**src/rtl/bus_slave_ram_if.sv**
```systemverilog
// Crossbar slave-side request/response bundle for bus_slave_ram.
interface bus_slave_ram_if;
  logic        req;
  logic        cmd;
  logic [31:0] addr;
  logic [31:0] wdata;
  logic        ack;
  logic [31:0] rdata;

  modport master (output req, cmd, addr, wdata, input ack, rdata);
  modport slave  (input req, cmd, addr, wdata, output ack, rdata);
endinterface

```
**src/rtl/bus_slave_ram.sv**
```systemverilog
// Word-addressed RAM slave with programmable response latency and a completed-transaction counter.
// state  | meaning
// IDLE   | waiting for req; captures cmd/index/wdata when it arrives
// WAIT   | latency timer running on captured request
// ACK    | one-cycle ack pulse; memory access done on entry
module bus_slave_ram #(
  parameter int DEPTH       = 16,
  parameter int WAIT_CYCLES = 1,
  parameter int CNT_W       = 16
) (
  input  logic             clk,
  input  logic             arst,
  bus_slave_ram_if.slave   bus,
  output logic             busy,
  output logic [CNT_W-1:0] txn_count
);

  localparam int AW = $clog2(DEPTH);
  localparam logic [7:0] WAIT_LOAD = (WAIT_CYCLES > 0) ? 8'(WAIT_CYCLES - 1) : 8'd0;

  typedef enum logic [1:0] {ST_IDLE, ST_WAIT, ST_ACK} state_t;

  state_t        state;
  logic [7:0]    wait_cnt;
  logic          wait_tc;
  logic          cap_cmd;
  logic [AW-1:0] cap_idx;
  logic [31:0]   cap_wdata;
  logic [31:0]   mem [DEPTH];

  logic unused_addr_bits;
  assign unused_addr_bits = ^{bus.addr[31:AW+2], bus.addr[1:0]};

  // wait_tc registers the terminal count so ACK follows one edge after the timer reads zero;
  // with WAIT_CYCLES=0 it is preset at capture, giving ACK on the very next edge.
  always_ff @(posedge clk or posedge arst) begin
    if (arst) begin
      state     <= ST_IDLE;
      bus.ack   <= 1'b0;
      bus.rdata <= '0;
      busy      <= 1'b0;
      txn_count <= '0;
      wait_cnt  <= '0;
      wait_tc   <= 1'b0;
      cap_cmd   <= 1'b0;
      cap_idx   <= '0;
      cap_wdata <= '0;
      for (int i = 0; i < DEPTH; i++) mem[i] <= '0;
    end else begin
      case (state)
        ST_IDLE: begin
          if (bus.req) begin
            cap_cmd   <= bus.cmd;
            cap_idx   <= bus.addr[AW+1:2];
            cap_wdata <= bus.wdata;
            wait_cnt  <= WAIT_LOAD;
            wait_tc   <= (WAIT_CYCLES == 0);
            busy      <= 1'b1;
            state     <= ST_WAIT;
          end
        end
        ST_WAIT: begin
          if (wait_tc) begin
            state     <= ST_ACK;
            bus.ack   <= 1'b1;
            txn_count <= txn_count + CNT_W'(1);
            if (cap_cmd) mem[cap_idx] <= cap_wdata;
            else         bus.rdata    <= mem[cap_idx];
          end else if (wait_cnt == 8'd0) begin
            wait_tc <= 1'b1;
          end else begin
            wait_cnt <= wait_cnt - 8'd1;
          end
        end
        ST_ACK: begin
          bus.ack <= 1'b0;
          busy    <= 1'b0;
          state   <= ST_IDLE;
        end
        default: begin
          bus.ack <= 1'b0;
          busy    <= 1'b0;
          state   <= ST_IDLE;
        end
      endcase
    end
  end

endmodule

```
**src/flat_wrapper.sv**
```systemverilog
// flat-port wrapper written by rule: the top's interface ports become plain ports
module bus_slave_ram_flat 
#(
  parameter int DEPTH       = 16,
  parameter int WAIT_CYCLES = 1,
  parameter int CNT_W       = 16
)
  (clk, arst, busy, txn_count, bus_req, bus_cmd, bus_addr, bus_wdata, bus_ack, bus_rdata);
  bus_slave_ram_if bus_i ();
  input  logic clk;
  input  logic arst;
  output logic busy;
  output logic [CNT_W-1:0] txn_count;
  input wire logic [$bits(bus_i.req)-1:0] bus_req;
  input wire logic [$bits(bus_i.cmd)-1:0] bus_cmd;
  input wire logic [$bits(bus_i.addr)-1:0] bus_addr;
  input wire logic [$bits(bus_i.wdata)-1:0] bus_wdata;
  output wire logic [$bits(bus_i.ack)-1:0] bus_ack;
  output wire logic [$bits(bus_i.rdata)-1:0] bus_rdata;
  assign bus_i.req = bus_req;
  assign bus_i.cmd = bus_cmd;
  assign bus_i.addr = bus_addr;
  assign bus_i.wdata = bus_wdata;
  assign bus_ack = bus_i.ack;
  assign bus_rdata = bus_i.rdata;
  bus_slave_ram #(.DEPTH(DEPTH), .WAIT_CYCLES(WAIT_CYCLES), .CNT_W(CNT_W)) u_core (.clk(clk), .arst(arst), .bus(bus_i), .busy(busy), .txn_count(txn_count));
endmodule
```
**config.mk**
```make
export PLATFORM = sky130hd
export DESIGN_NAME = bus_slave_ram_flat
export DESIGN_NICKNAME = d
export VERILOG_FILES = /design/src/rtl/bus_slave_ram_if.sv /design/src/rtl/bus_slave_ram.sv /design/src/flat_wrapper.sv
export SDC_FILE = /design/constraint.sdc
export NUM_CORES = 1
export LEC_CHECK = 0
export CORE_MARGIN = 3
export CORE_UTILIZATION = 60
export CTS_BUF_LIST = sky130_fd_sc_hd__clkbuf_16
export DETAILED_ROUTE_END_ITERATION = 16
export DONT_BUFFER_PORTS = 1
export GPL_ROUTABILITY_DRIVEN = 0
export PLACE_DENSITY = 0.75
export SLEW_MARGIN = 20
export SYNTH_ARGS = -nofsm -noshare
export SYNTH_HDL_FRONTEND = slang
export SYNTH_SLANG_ARGS = --single-unit
```
**constraint.sdc**
```tcl
create_clock -name clk -period 39.9 [get_ports clk]
set_clock_uncertainty 0.15 [all_clocks]
set_input_delay 1.995 -clock clk [delete_from_list [all_inputs] [get_ports clk]]
set_output_delay 1.995 -clock clk [all_outputs]
set_load 0.02 [all_outputs]
```
==> run_results.csv <==
group,metric,value,unit
finish,fin_nets,1912,
setup_path,path_max_fanout,91,
floorplan,dieWidth,218.1,um
floorplan,rows,77,
timing,final_hold_viol_count,0,
setup_path,cp-end-kind,"register",
clocking,root_buffer,"clkbuf_16",
min_path,hold-path-endpoint,"u_core.mem[147]$_DFFE_PP0P_",
power,ir_worst_vdd,0.00003617,V
clocking,cts_tree,"built",
timing,slew_violations,0,
power,total_power,1.165,mW
clocking,clock_sinks,610,
global_route,grt_max_degree,189,
route,viasPerCell,6.299,
finish,antenna_cells,0,
yosys,ys.flop_type,"dfrtp_1",
yosys,yosysUniqueCellTypes,54,
setup_path,r2r_start,"u_core.cap_idx[1]$_DFFE_PP0P_",
yosys,synth_top_cell_by_area,"dfrtp_1",
finish,synthToLayoutAreaGrowth,8.572,%
clocking,cts-hold-fix-buffers,0,
yosys,synth_fp_nets,1964,
route,drt_wl_total,61370,um
min_path,hold_path.class,"register to register",
yosys,yosysWarnings,0,
yosys,postSynthAreaPerCell,14.26,sq um
global_route,antenna_found_initial,0,
yosys,synth_edf_count,0,
yosys,synth-seq-cells,610,
clocking,post_cts_buffers,0,
floorplan,coreArea,0.04432,sq mm
clocking,cts_htree_levels,2,
min_path,min_path_cells,1,
route,vias,15633,
route,drtAntennaViolNets,0,
yosys,seq_area_frac_synth,56.56,%
clocking,cts.path.max_buffers,3,
global_route,grt_pass1_vias,16302,
flow_run,drv_cap,0,
route,drc,0,
outcome,status,"finished, final reports clean",
placed_design,hpwlAfterDp,33510,um
timing,max_slew_margin,16.73,%
route,drtPass1Iterations,6,
route,wire_per_inst,24.73,um
timing,final-setup-viol-count,0,
clocking,clk_pin_slew_worst_paths,0.06,ns
placed_design,numPortBuffers,0,
floorplan,start_util,60.90,%
setup_path,rrSetupSlack,35.94,ns
clocking,cts_resized,0,
route,drt_iter0_drc,1281,
yosys,ys_top_cells_by_area,"dfrtp_1, mux2_2, mux4_2",
clocking,clkLatencyLatePin,0.61,ns
setup_path,start_kind,"register",
timing,rsz0062_at_grt,"false",
yosys,synthArstFlopShare,100.0,%
power,cellLeakagePower,14.10,nW
global_route,globalRouteTotalUtil,26.39,%
timing,fin_setup_tns,0,ns
timing,worstMarginPinSlew,1.242,ns
finish,drive_gt1_share,39.26,%
setup_path,arrival,4.29,ns
power,powerDensity,39.76,mW/mm^2
timing,min_period_over_period,9.927,%
floorplan,fp.dieArea,0.04756,sq mm
floorplan,io_pins,118,
setup_path,required,40.23,ns
clocking,cts_buffers,60,
setup_path,r2r_cells,6,
yosys,synth_top_area_share,56.56,%
floorplan,fp.dieH,218.1,um
min_path,min_from,"u_core.mem[147]$_DFFE_PP0P_",
yosys,synthCells,1893,
global_route,grt_pass1_wl,96000,um
setup_path,path_class,"register to register",
yosys,synthesis.area,0.02699,sq mm
setup_path,r2r-end,"u_core.bus.rdata[9]$_DFFE_PP0P_",
global_route,gr-total-overflow,0,
timing,post-route-min-period,3.961,ns
timing,fmax,252.5,MHz
-- cell families (layout without fill, tap and decap cells) --
kind of cell	after synthesis	after routing	synth area share (%)
DFF	610	610	56.56
adders and majority gates	3	3	0.1391
buffers and inverters	158	155	2.819
and+or+nand+nor	283	283	4.761
AOI/OAI and AO/OA	127	127	3.162
xor gates and xnor gates	15	15	0.4867
muxes	697	697	32.08
-- per-stage QoR --
step,cells,worst slack (ns),hold slack (ns),util [%],instance area (sq um)
floorplan,1893,20.68,0.3024,-,26990
global placement,2370,35.18,0.3121,61.84,27410
detailed placement,2370,35.09,0.3233,61.85,27410
CTS,2481,35.76,0.3363,66.03,29260
global route,2482,35.63,0.3555,66.12,29300
finish,2482,35.94,0.3318,66.12,29300
-- worst max-delay path, cell delays in order, from the launching register on --
cell and delay (ns):
dfrtp_4 1.03, buf_12 0.62, buf_4 0.78, mux4_2 0.59, mux2_2 0.27, a22oi_1 0.21, nand2_1 0.09
-- sequential cells by signal (all words and copies together) (netlist names), 2 cells and up --
register / count
u_core.bus.rdata: 32
u_core.cap_idx: 4
u_core.cap_wdata: 32
u_core.mem: 512
u_core.state: 2
u_core.txn_count: 16
u_core.wait_cnt: 8
-- placed cells by master (no fill, tap or decap), types with 3 or more instances in the layout --
cell       netlist  layout
nand3_2          1       3
mux2i_1         92      92
buf_6            1       3
clkinv_2         0      14
or2_2            3       3
xor2_1           4       4
nor2_1          33      31
xnor2_1         11      11
mux2_2         508     508
mux4_2          82      82
o21ai_0          3       3
dfrtp_1        610     607
a21oi_1         26      26
mux2_1          15      15
bufinv_16        0       4
o2111ai_1       22      22
a22oi_1         18      18
nor2b_1          5       4
a31oi_1         23      23
buf_4           23      28
o31ai_1          4       4
a21o_1           3       3
o22ai_1         23      23
inv_1           10      26
or4_1            5       5
nor4_1           4       4
nand2_2          0       7
ha_1             3       3
nor2_4           0       8
clkbuf_16        0      61
nand3_1          8       6
nand4_1          5       5
clkinv_1         0      12
nand2b_1         3       3
nand2_1        187     180
-- report_power, final --
part / total [mW] / switching [mW] / internal, mW
sequential: 0.619 / 0 / 0.619
clock: 0.534 / 0.233 / 0.301
combinational: 0.0125 / 0.0116 / 0.000911
total: 1.17 / 0.245 / 0.921
-- cell usage after synthesis (2+ instances only) --
cell type  instances
dfrtp_1          610
mux2_2           508
nand2_1          187
mux2i_1           92
mux4_2            82
clkbuf_1          62
buf_2             59
nor2_1            33
a21oi_1           26
a31oi_1           23
buf_4             23
o22ai_1           23
o2111ai_1         22
a22oi_1           18
mux2_1            15
xnor2_1           11
inv_1             10
nand3_1            8
nor2_2             6
nand4_1            5
nor2b_1            5
or4_1              5
nor4_1             4
o31ai_1            4
xor2_1             4
a21o_1             3
buf_1              3
ha_1               3
nand2b_1           3
o21ai_0            3
or2_2              3
and3_1             2
and4_1             2
nand3b_1           2
nor3_1             2
nor3_2             2
o211ai_1           2
or3_1              2
-- how the worst max path moves through the flow --
stage	start	to	cells after the start
after detailed placement	arst	u_core.mem[176]$_DFFE_PP0P_	3
final	u_core.cap_idx[1]$_DFFE_PP0P_	u_core.bus.rdata[9]$_DFFE_PP0P_	6
after global routing	u_core.cap_idx[1]$_DFFE_PP0P_	u_core.bus.rdata[9]$_DFFE_PP0P_	6
after global placement	arst	u_core.mem[15]$_DFFE_PP0P_	3
after CTS	arst	u_core.mem[464]$_DFFE_PP0P_	3
after floorplan	arst	u_core.bus.ack$_DFFE_PP0P_	1
-- metal layers --
layer	routed length [um]	track usage, %	up-vias
li1	-	-	6757
met3	3653	4.519	106
met1	26680	37.79	8352
met5	0	0	-
met4	1509	6.915	0
met2	29520	42.64	418
-- cell type report --
class | count | area, sq um
clock inverter | 50 | 325.3
sequential | 610 | 15270
inverter | 10 | 45.04
fill | 3139 | 15010
timing repair buffer | 34 | 311.5
multi-input combinational | 1125 | 11080
clock buffer | 61 | 1526
tap | 592 | 740.7
Power figures use the tool's default switching activity.
